==> config.mk <==
export PLATFORM = sky130hd
export DESIGN_NAME = frame_flip_controller
export DESIGN_NICKNAME = d
export VERILOG_FILES = /design/src/rtl/frame_flip_controller.sv
export SDC_FILE = /design/constraint.sdc
export NUM_CORES = 1
export LEC_CHECK = 0
export ABC_AREA = 0
export CAP_MARGIN = 30
export CELL_PAD_IN_SITES_DETAIL_PLACEMENT = 0
export CELL_PAD_IN_SITES_GLOBAL_PLACEMENT = 1
export CORE_UTILIZATION = 32
export DETAILED_ROUTE_END_ITERATION = 10
export PLACE_DENSITY_LB_ADDON = 0.1
export SLEW_MARGIN = 20
export SYNTH_ARGS = -nofsm -noshare
export SYNTH_HDL_FRONTEND = slang
export SYNTH_SLANG_ARGS = --single-unit
==> constraint.sdc <==
create_clock -name clk -period 3.26 [get_ports clk]
set_input_delay 0.489 -clock clk [delete_from_list [all_inputs] [get_ports clk]]
set_output_delay 0.489 -clock clk [all_outputs]
set_load 0.01 [all_outputs]
==> src/rtl/frame_flip_controller.sv <==
// Double-buffer sequencer for the display frame RAM: loader writes go to the back bank and scanner reads to the front bank.
// A flip at a frame boundary is followed by a front->back copy that shares the read port with the scanner.
module frame_flip_controller #(
    parameter int ROWS    = 8,
    parameter int COLUMNS = 32,
    parameter int WIDTH   = 24,
    localparam int RB = $clog2(ROWS),
    localparam int CB = $clog2(COLUMNS),
    localparam int AW = 1 + RB + CB
) (
    input  logic             clk,
    input  logic             rst,
    input  logic             wr_en,
    input  logic [RB-1:0]    wr_row,
    input  logic [CB-1:0]    wr_col,
    input  logic [WIDTH-1:0] wr_data,
    input  logic             loaded,
    output logic             ready,
    input  logic             scan_ren,
    input  logic [RB-1:0]    scan_row,
    input  logic [CB-1:0]    scan_col,
    input  logic             frame_end,
    output logic [AW-1:0]    ram_waddr,
    output logic [WIDTH-1:0] ram_wdata,
    output logic             ram_wen,
    output logic [AW-1:0]    ram_raddr,
    output logic             ram_ren,
    input  logic [WIDTH-1:0] ram_rdata,
    output logic             front_bank,
    output logic             flipped
);
    typedef enum logic [2:0] {INIT, WRITE, PENDING, FLIP, COPY} state_t;

    localparam logic [RB-1:0] LAST_ROW = RB'(ROWS - 1);
    localparam logic [CB-1:0] LAST_COL = CB'(COLUMNS - 1);

    state_t            state_reg, state_next;
    logic              front_bank_reg, ready_reg, flipped_reg;
    logic              wr_valid_reg;
    logic [AW-1:0]     wr_addr_reg;
    logic [WIDTH-1:0]  wr_data_reg;
    logic [RB-1:0]     copy_row_reg;
    logic [CB-1:0]     copy_col_reg;
    logic              issue_done_reg;
    logic              wb_valid_reg, wb_last_reg;
    logic [RB+CB-1:0]  wb_addr_reg;
    logic              copy_issue, copy_last;

    always_comb begin
        state_next = state_reg;
        copy_last  = (copy_row_reg == LAST_ROW) && (copy_col_reg == LAST_COL);
        // The scanner always wins the read port; the copy only issues in idle slots.
        copy_issue = (state_reg == COPY) && !scan_ren && !issue_done_reg;
        ram_ren    = copy_issue | scan_ren;
        ram_raddr  = copy_issue ? {front_bank_reg, copy_row_reg, copy_col_reg}
                                : {front_bank_reg, scan_row, scan_col};
        ram_wen    = wr_valid_reg | wb_valid_reg;
        ram_waddr  = wb_valid_reg ? {~front_bank_reg, wb_addr_reg} : wr_addr_reg;
        ram_wdata  = wb_valid_reg ? ram_rdata : wr_data_reg;
        case (state_reg)
            INIT:    state_next = WRITE;
            WRITE:   if (loaded) state_next = PENDING;
            PENDING: if (frame_end) state_next = FLIP;
            FLIP:    state_next = COPY;
            COPY:    if (wb_valid_reg && wb_last_reg) state_next = WRITE;
            default: state_next = INIT;
        endcase
    end

    always_ff @(posedge clk) begin
        if (rst) begin
            state_reg      <= INIT;
            front_bank_reg <= 1'b0;
            ready_reg      <= 1'b0;
            flipped_reg    <= 1'b0;
            wr_valid_reg   <= 1'b0;
            wr_addr_reg    <= '0;
            wr_data_reg    <= '0;
            copy_row_reg   <= '0;
            copy_col_reg   <= '0;
            issue_done_reg <= 1'b0;
            wb_valid_reg   <= 1'b0;
            wb_last_reg    <= 1'b0;
            wb_addr_reg    <= '0;
        end else begin
            state_reg    <= state_next;
            ready_reg    <= (state_next == WRITE);
            flipped_reg  <= (state_reg == FLIP);
            wr_valid_reg <= (state_reg == WRITE) && wr_en;
            if ((state_reg == WRITE) && wr_en) begin
                wr_addr_reg <= {~front_bank_reg, wr_row, wr_col};
                wr_data_reg <= wr_data;
            end
            if (state_reg == FLIP) begin
                front_bank_reg <= ~front_bank_reg;
                copy_row_reg   <= '0;
                copy_col_reg   <= '0;
                issue_done_reg <= 1'b0;
            end else if (copy_issue) begin
                // Explicit wrap keeps non-power-of-two geometries off unused addresses.
                if (copy_col_reg == LAST_COL) begin
                    copy_col_reg <= '0;
                    copy_row_reg <= (copy_row_reg == LAST_ROW) ? '0 : copy_row_reg + 1'b1;
                end else begin
                    copy_col_reg <= copy_col_reg + 1'b1;
                end
                if (copy_last) issue_done_reg <= 1'b1;
            end
            wb_valid_reg <= copy_issue;
            wb_last_reg  <= copy_issue && copy_last;
            if (copy_issue) wb_addr_reg <= {copy_row_reg, copy_col_reg};
        end
    end

    assign ready      = ready_reg;
    assign front_bank = front_bank_reg;
    assign flipped    = flipped_reg;
endmodule

---- Word-level counts from Yosys, hierarchy flattened ----
Cells that the tools add are included.
word-level totals
  output and inout port bits .............. 47
  flip-flop bits (word level) ............. 59
  word-level logic and storage cells ...... 46
cells by class
  add/subtract/negate cells ............... 2
  muxes and demuxes ....................... 9
  equal/unequal tests ..................... 7
  bitwise gates (word level) .............. 3
  reduce and logical (&&, ||, !) cells .... 12
operators by type and width
  operator               number
  $mux W24               1
  $pmux W3 S5            1
  $mux W3                4
  $mux W9                1
  $mux W8                1
  $eq A3 B1 Y1 const B   2
  $eq A3 B2 Y1 const B   2
  $eq A3 B3 Y1 const B   2
  $logic_and A1 B1 Y1    6
  $add A5 B1 Y5 const B  1
  $eq A5 B5 Y1 const B   1
  $mux W5                1
  $reduce_and A2 Y1      2
  $add A3 B1 Y3 const B  1
  $logic_not A3 Y1       1
  $logic_not A1 Y1       2
  $or A1 B1 Y1           2
  $reduce_or A2 Y1       1
  $not A1 Y1             1

---- Logic depth before layout (Yosys ltp) ----
Gate-level depths: netlist (run 1).
  depth in word-level cells ............... 4
  depth in mapped cells ................... 6

---- Least setup slack after synthesis (run 1) ----
OpenSTA, ideal clock, no wires.
  path type ............................... register -> output
  from .................................... register state_reg[1]
  to ...................................... output ram_raddr[0]
  stages on the path, launching flop included .. 7
  slack ................................... 1.304 ns
  arrival time ............................ 1.467 ns
  cells stage by stage .................... dfxtp_1 > buf_6 > or4b_1 > clkbuf_2 > clkbuf_1 > o21ai_0 > nand2_1
between the ends
  cells in the longest elaborated chain, start to end .. 4
ends and longest elaborated chain
  item                               RTL line  RTL
  from (decl)                        37        state_t state_reg, state_next;
  from (signal assigned)             86        state_reg <= state_next;
  $eq A3 B3 Y1                       53        copy_issue = (state_reg == COPY) && !scan_ren && !issue_done_reg;
  $logic_and A1 B1 Y1 (2 in series)  53
  $mux W8                            55        ram_raddr = copy_issue ? {front_bank_reg, copy_row_reg, copy_col_reg}
  to (decl)                          26        output logic [AW-1:0] ram_raddr,
Every way passes these cells.

---- Worst setup path after layout (run 1) ----
  from .................................... register state_reg[2]
  to ...................................... output ram_raddr[0]
Same word-level chain as after synthesis.

==> flow_summary.yaml, run 1 <==
status:
  status: "complete, no violations"
clock_tree:
  clk_latency_ps: 330
  root_buffer: "clkbuf_8"
  cts_tree: "built"
  hold_buffers: 0
  cts_resized: 0
  cts_made_buffers: 9
  clkSinkCount: 59
  post_cts_buffers: 0
  htree_num_levels: 3
  cts_buffer_depth: 2
  clkTransAtPathRegs_ps: 70
routing:
  via_per_inst: 4.815
  drt_wl_total_mm: 7.599
  ant_nets: 0
  drc: 0
  routedWlPerCell_microns: 13.94
  drt-initial-drc-count: 116
  routed-via-count: 2624
  firstDrtPassIters: 4
global_routing:
  track_usage_pct: 17.60
  antenna_found_initial: 0
  grt-ovfl-total: 0
  grt-busiest-layer: "met2"
  grt_max_degree: 35
  grt.met3_usage_pct: 5.797
  grt_pass1_vias: 2412
  grt.met1_usage_pct: 22.16
  grt_pass1_wl_mm: 12.02
  global_route.usage.met2_pct: 28.56
sta:
  period_needed_ps: 2748
  max_slew_margin_pct: 56.07
  slew_viol_final: 0
  finalHoldViolCount: 0
  tns_ps: 0
  clock_skew_ps: 8.242
  fin_crit_sh_pct: 84.29
  worst_pin_slew_ps: 649.8
  setup_viol: 0
  rsz0062_at_grt: "no"
  fmax_mhz: 363.9
place:
  place_inst: 529
  port_buffers: 116
  dpl_cell_area_sq_um: 3975
  gp_congestion: 0.7383
  dp_hpwl_mm: 5.217
logic_synthesis:
  yosysSeqAreaShare_pct: 43.20
  yosysTopAreaCellShare_pct: 43.20
  yosysWarnings: 0
  syn_nets: 403
  netlist_area_sq_um: 2734
  yosysUniqueCellTypes: 35
  synthTopCellsByArea: "dfxtp_1 43%, mux2_2 14%, nand2_1 10%, a21oi_1 9.3%, o21ai_0 3.7%"
  ys_seq_elements: 59
  syn_inst: 329
  synth_top_area_cell: "dfxtp_1"
  avgSynthCellArea_sq_um: 8.310
worst_setup_path:
  regToRegEndpoint: "copy_row_reg[2]"
  crit_arrival_ps: 2260
  rrSetupSlack_ps: 1390
  timing.rr.start: "copy_col_reg[0]"
  cp-start-kind: "register"
  reg2regPathDepth: 6
  critical_path_class: "reg -> out"
  worstPathMaxFanout: 26
  cp_data_required_time_ps: 2770
  cp-end-kind: "output pin"
layout:
  stdcell_count: 545
  final_nets: 509
  multi_input_area_sq_um: 1434
  nFillCells: 819
  fin_area_sq_um: 4203
  post-route-util_pct: 50.89
  final_cell_mix: "115 x clkdlybuf4s50_1, 75 x nand2_1, 58 x dfxtp_1"
  largest_reg_flops: 24
  diodes: 0
  seq_area_sq_um: 1182
  area_growth_pct: 53.73
  drive_gt1_share_pct: 13.86
  mostFrequentLayoutCell: "clkdlybuf4s50_1"
power:
  ir_drop_mv: 0.2505
  p_per_area_nw_per_um2: 431.2
  p_leak_nw: 1.550
die:
  core_area_sq_um: 8258
  die_area_sq_um: 8917
  rows: 33
  die_h_microns: 94.43
  io_pins: 117
  start_util_pct: 33.11
  die_w_microns: 94.43
worst_hold_path:
  min_delay_worst_endpoint: "wr_data_reg[17]"
  holdPathStages: 2
  min-delay-start: "wr_data_reg[17]"
  min_path_type: "reg -> reg"
run:
  cap_violations: 0
[where the power goes]
part	total (W)	internal (W)	switching, W	leakage, nW
registers	0.000771	0.000750	0.0000210	0.480
clock network	0.000754	0.000471	0.000283	0.113
logic	0.000287	0.000176	0.000112	0.957
total	0.00181	0.00140	0.000416	1.55
[cell families after synthesis]
group	after synthesis	share of synthesized area (%)
XOR/XNOR	1	0.3204
multiplexers	35	14.33
flip-flops	59	43.20
buffers and inverters	32	4.897
AO/OA/AOI/OAI	78	14.87
adder cells (fa/ha/maj)	4	1.831
AND/OR/NAND/NOR	120	20.55
[layout make-up]
cell class	instances	area share (%)
clock buffers	12	3.692
clock inverters	4	1.727
inverters	3	0.2679
multi-input cells	238	34.12
flip-flops and latches	59	28.13
well taps	105	3.126
repair buffers	124	28.94
[critical path, cell delays in order (launching register included)]
cell	delay, ps
dfxtp_1	510
or4b_1	470
buf_4	220
o21ai_0	160
nand2_1	70
clkdlybuf4s50_1	480
[synthesized netlist by cell type]
cell type and number:
a21boi_0 1, mux2i_1 2, a31oi_1 1, or2_2 1, buf_2 1, clkbuf_2 1
xor2_1 1, dfxtp_1 59, nand4bb_1 1, nor2b_1 2, and3_1 1, nor4b_1 2
a211oi_1 1, mux2_2 33, o21ai_0 20, ha_1 4, nor4bb_1 1, nand4_1 4
a21oi_1 51, buf_6 1, o21bai_1 1, nand3_1 10, buf_4 1, nor2_1 9
nor3_1 3, inv_1 3, nand2_1 75, clkbuf_1 25, nand2b_1 2, and4b_1 1
o31ai_1 3, or4_1 1, nor4b_2 1, nand3b_1 5, or4b_1 1
[metal layers]
metal	vias to the layer above	share of wire (%)
li1	1345	-
met3	7	6.1
met5	-	0
met2	74	47
met1	1198	46
met4	0	0.96
[through the flow]
| step | setup WS (ps) | total power [W] | hold slack [ps] |
|---|---|---|---|
| 3_3_place_gp | 781.6 | 0.001074 | 440.7 |
| 4_1_cts | 490.0 | 0.001841 | 455.6 |
| 6_report | 512.3 | 0.001812 | 454.2 |
| 3_5_place_dp | 794.8 | 0.001077 | 446.6 |
| 2_1_floorplan | 1304 | 0.0009055 | 433.8 |
| 5_1_grt | 312.4 | 0.001905 | 473.8 |
[how the worst max path moves through the flow]
| stage | from | to | slack (ps) | depth (start not counted) |
|---|---|---|---|---|
| after CTS | state_reg[2] | ram_raddr[2] | 490 | 5 |
| final | state_reg[2] | ram_raddr[0] | 510 | 5 |
| after global placement | scan_ren | ram_raddr[3] | 780 | 5 |
| after floorplan | state_reg[1] | ram_raddr[0] | 1300 | 6 |
| after detailed placement | scan_ren | ram_raddr[5] | 790 | 5 |
| after global routing | state_reg[2] | ram_raddr[7] | 310 | 5 |
Note: power is estimated with default switching activity, not from simulation.
==> inputs of run 2 (changes only) <==
--- a/config.mk
+++ b/config.mk
@@ -9,7 +9,7 @@
 export CAP_MARGIN = 30
 export CELL_PAD_IN_SITES_DETAIL_PLACEMENT = 0
 export CELL_PAD_IN_SITES_GLOBAL_PLACEMENT = 1
-export CORE_UTILIZATION = 32
+export CORE_UTILIZATION = 27
 export DETAILED_ROUTE_END_ITERATION = 10
 export PLACE_DENSITY_LB_ADDON = 0.1
 export SLEW_MARGIN = 20
==> constraint.sdc (replaced) <==
create_clock -name clk -period 2.23 [get_ports clk]
set_input_delay 0.3345 -clock clk [delete_from_list [all_inputs] [get_ports clk]]
set_output_delay 0.3345 -clock clk [all_outputs]
set_load 0.01 [all_outputs]
==> flow_summary.yaml, run 2 (same netlist as run 1, synthesis figures left out) <==
layout:
  drive_gt1_share_pct: 17.92
  diodes: 0
  area_growth_pct: 58.22
  nFillCells: 1010
  post-route-util_pct: 44.25
  mostFrequentLayoutCell: "clkdlybuf4s50_1"
  stdcell_count: 585
  final_nets: 521
  largest_reg_flops: 24
  final_cell_mix: "106 x clkdlybuf4s50_1, 75 x nand2_1, 57 x dfxtp_1"
place:
  port_buffers: 116
  dp_hpwl_mm: 5.792
  place_inst: 563
  place_ws_ps: 49.15
  gp_congestion: 0.7635
die:
  die_h_microns: 102.6
  core_area_sq_um: 9774
  die_w_microns: 102.6
  rows: 36
  io_pins: 117
  die_area_sq_um: 10530
  start_util_pct: 27.97
worst_setup_path:
  crit_arrival_ps: 1800
  cp-start-kind: "register"
  crit_path_end: "ram_waddr[4]"
  critical_path_class: "reg -> out"
  reg2regPathDepth: 6
  worstPathMaxFanout: 11
  cp_data_required_time_ps: 1900
  cp-end-kind: "output pin"
  rrSetupSlack_ps: 260
  timing.rr.start: "copy_col_reg[0]"
  startpoint: "wb_valid_reg"
  regToRegEndpoint: "copy_row_reg[2]"
worst_hold_path:
  min_path_type: "in -> reg"
global_routing:
  antenna_found_initial: 0
  grt_pass1_wl_mm: 12.79
  track_usage_pct: 16.14
  grt_pass1_vias: 2553
  grt-ovfl-total: 0
  grt_max_degree: 34
power:
  ir_drop_mv: 0.2407
  p_leak_nw: 1.626
  p_per_area_nw_per_um2: 604.8
clock_tree:
  hold_buffers: 0
  clkTransAtPathRegs_ps: 70
  root_buffer: "clkbuf_8"
  htree_num_levels: 3
  clk_latency_ps: 340
  cts_tree: "built"
  clkSinkCount: 59
  cts_made_buffers: 9
  cts_buffer_depth: 2
sta:
  setup_viol: 0
  period_needed_ps: 2134
  finalHoldViolCount: 0
  fin_crit_sh_pct: 95.68
  slew_viol_final: 0
  whs_ps: 373.5
  tns_ps: 0
  fmax_mhz: 468.7
  clock_skew_ps: 10.06
  setup_ws_ps: 96.26
  rsz0062_at_grt: "no"
  max_slew_margin_pct: 66.89
  worst_pin_slew_ps: 492.8
run:
  cap_violations: 0
routing:
  firstDrtPassIters: 4
  drc: 0
  routedWlPerCell_microns: 14.33
  via_per_inst: 4.581
  ant_nets: 0
  drt_wl_total_mm: 8.381
  routed-via-count: 2680
  drt-initial-drc-count: 56
status:
  status: "complete, no violations"
## run 2: changes by cell type in the layout (fill, tap and decap cells not counted), sizes merged
cell           delta
clkinv            +1
clkdlybuf4s15     +1
clkdlybuf4s50     -9
clkbuf            +6
dlymetal6s2s      +1
buf              +12
## run 2: routing by layer
layer  track usage (%)  wire [microns]
met4             6.593             102
met5                 0               0
met2             25.49            3756
met3             5.017             593
met1             20.39            3929
## run 2: how the worst min path moves through the flow
stage,start,endpoint,slack [ps],cells past startpoint
final,rst,wb_addr_reg[6],370,2
after global routing,rst,wb_addr_reg[6],380,2
after CTS,rst,wb_addr_reg[0],360,2
after detailed placement,wr_data_reg[6],wr_data_reg[6],450,2
after global placement,wr_data_reg[9],wr_data_reg[9],440,2
after floorplan,wr_addr_reg[0],wr_addr_reg[0],430,2
## run 2: cell type report
cell class                 instances  area [sq um]  share of cell area [%]
timing repair buffer             136          1304                   30.14
multi-input combinational        238          1446                   33.44
clock buffer                      11         131.4                   3.037
clock inverter                     5         77.57                   1.793
inverter                           3         11.26                  0.2603
tap                              133         166.4                   3.847
sequential                        59          1189                   27.48
## run 2: repair_timing
action | 4_1_cts | 5_1_grt
hold endpoints to repair | 0 | 0
endpoints found under the setup margin | 32 | 7
pin swaps | 1 | 2
gates resized for setup | 17 | 18
buffers inserted | 4 | 1
cloned | 1 | 0
## run 2: per-stage QoR
stage	cell area, sq um	total power [W]
after floorplan	2734	0.001324
after global placement	4080	0.001588
after detailed placement	4080	0.001592
after CTS	4339	0.002663
after global routing	4325	0.002755
final	4325	0.002616
## run 2: critical path: stages (launching register included)
cell and delay [ps]:
dfxtp_4 440, buf_4 190, mux2_2 350, clkdlybuf4s50_1 480
## run 2: report_power, final
group	internal [W]	total [W]	switching, W
Clock	0.000626	0.00105	0.000428
Combinational	0.000264	0.000447	0.000183
Sequential	0.00109	0.00111	0.0000215
Total	0.00198	0.00262	0.000632
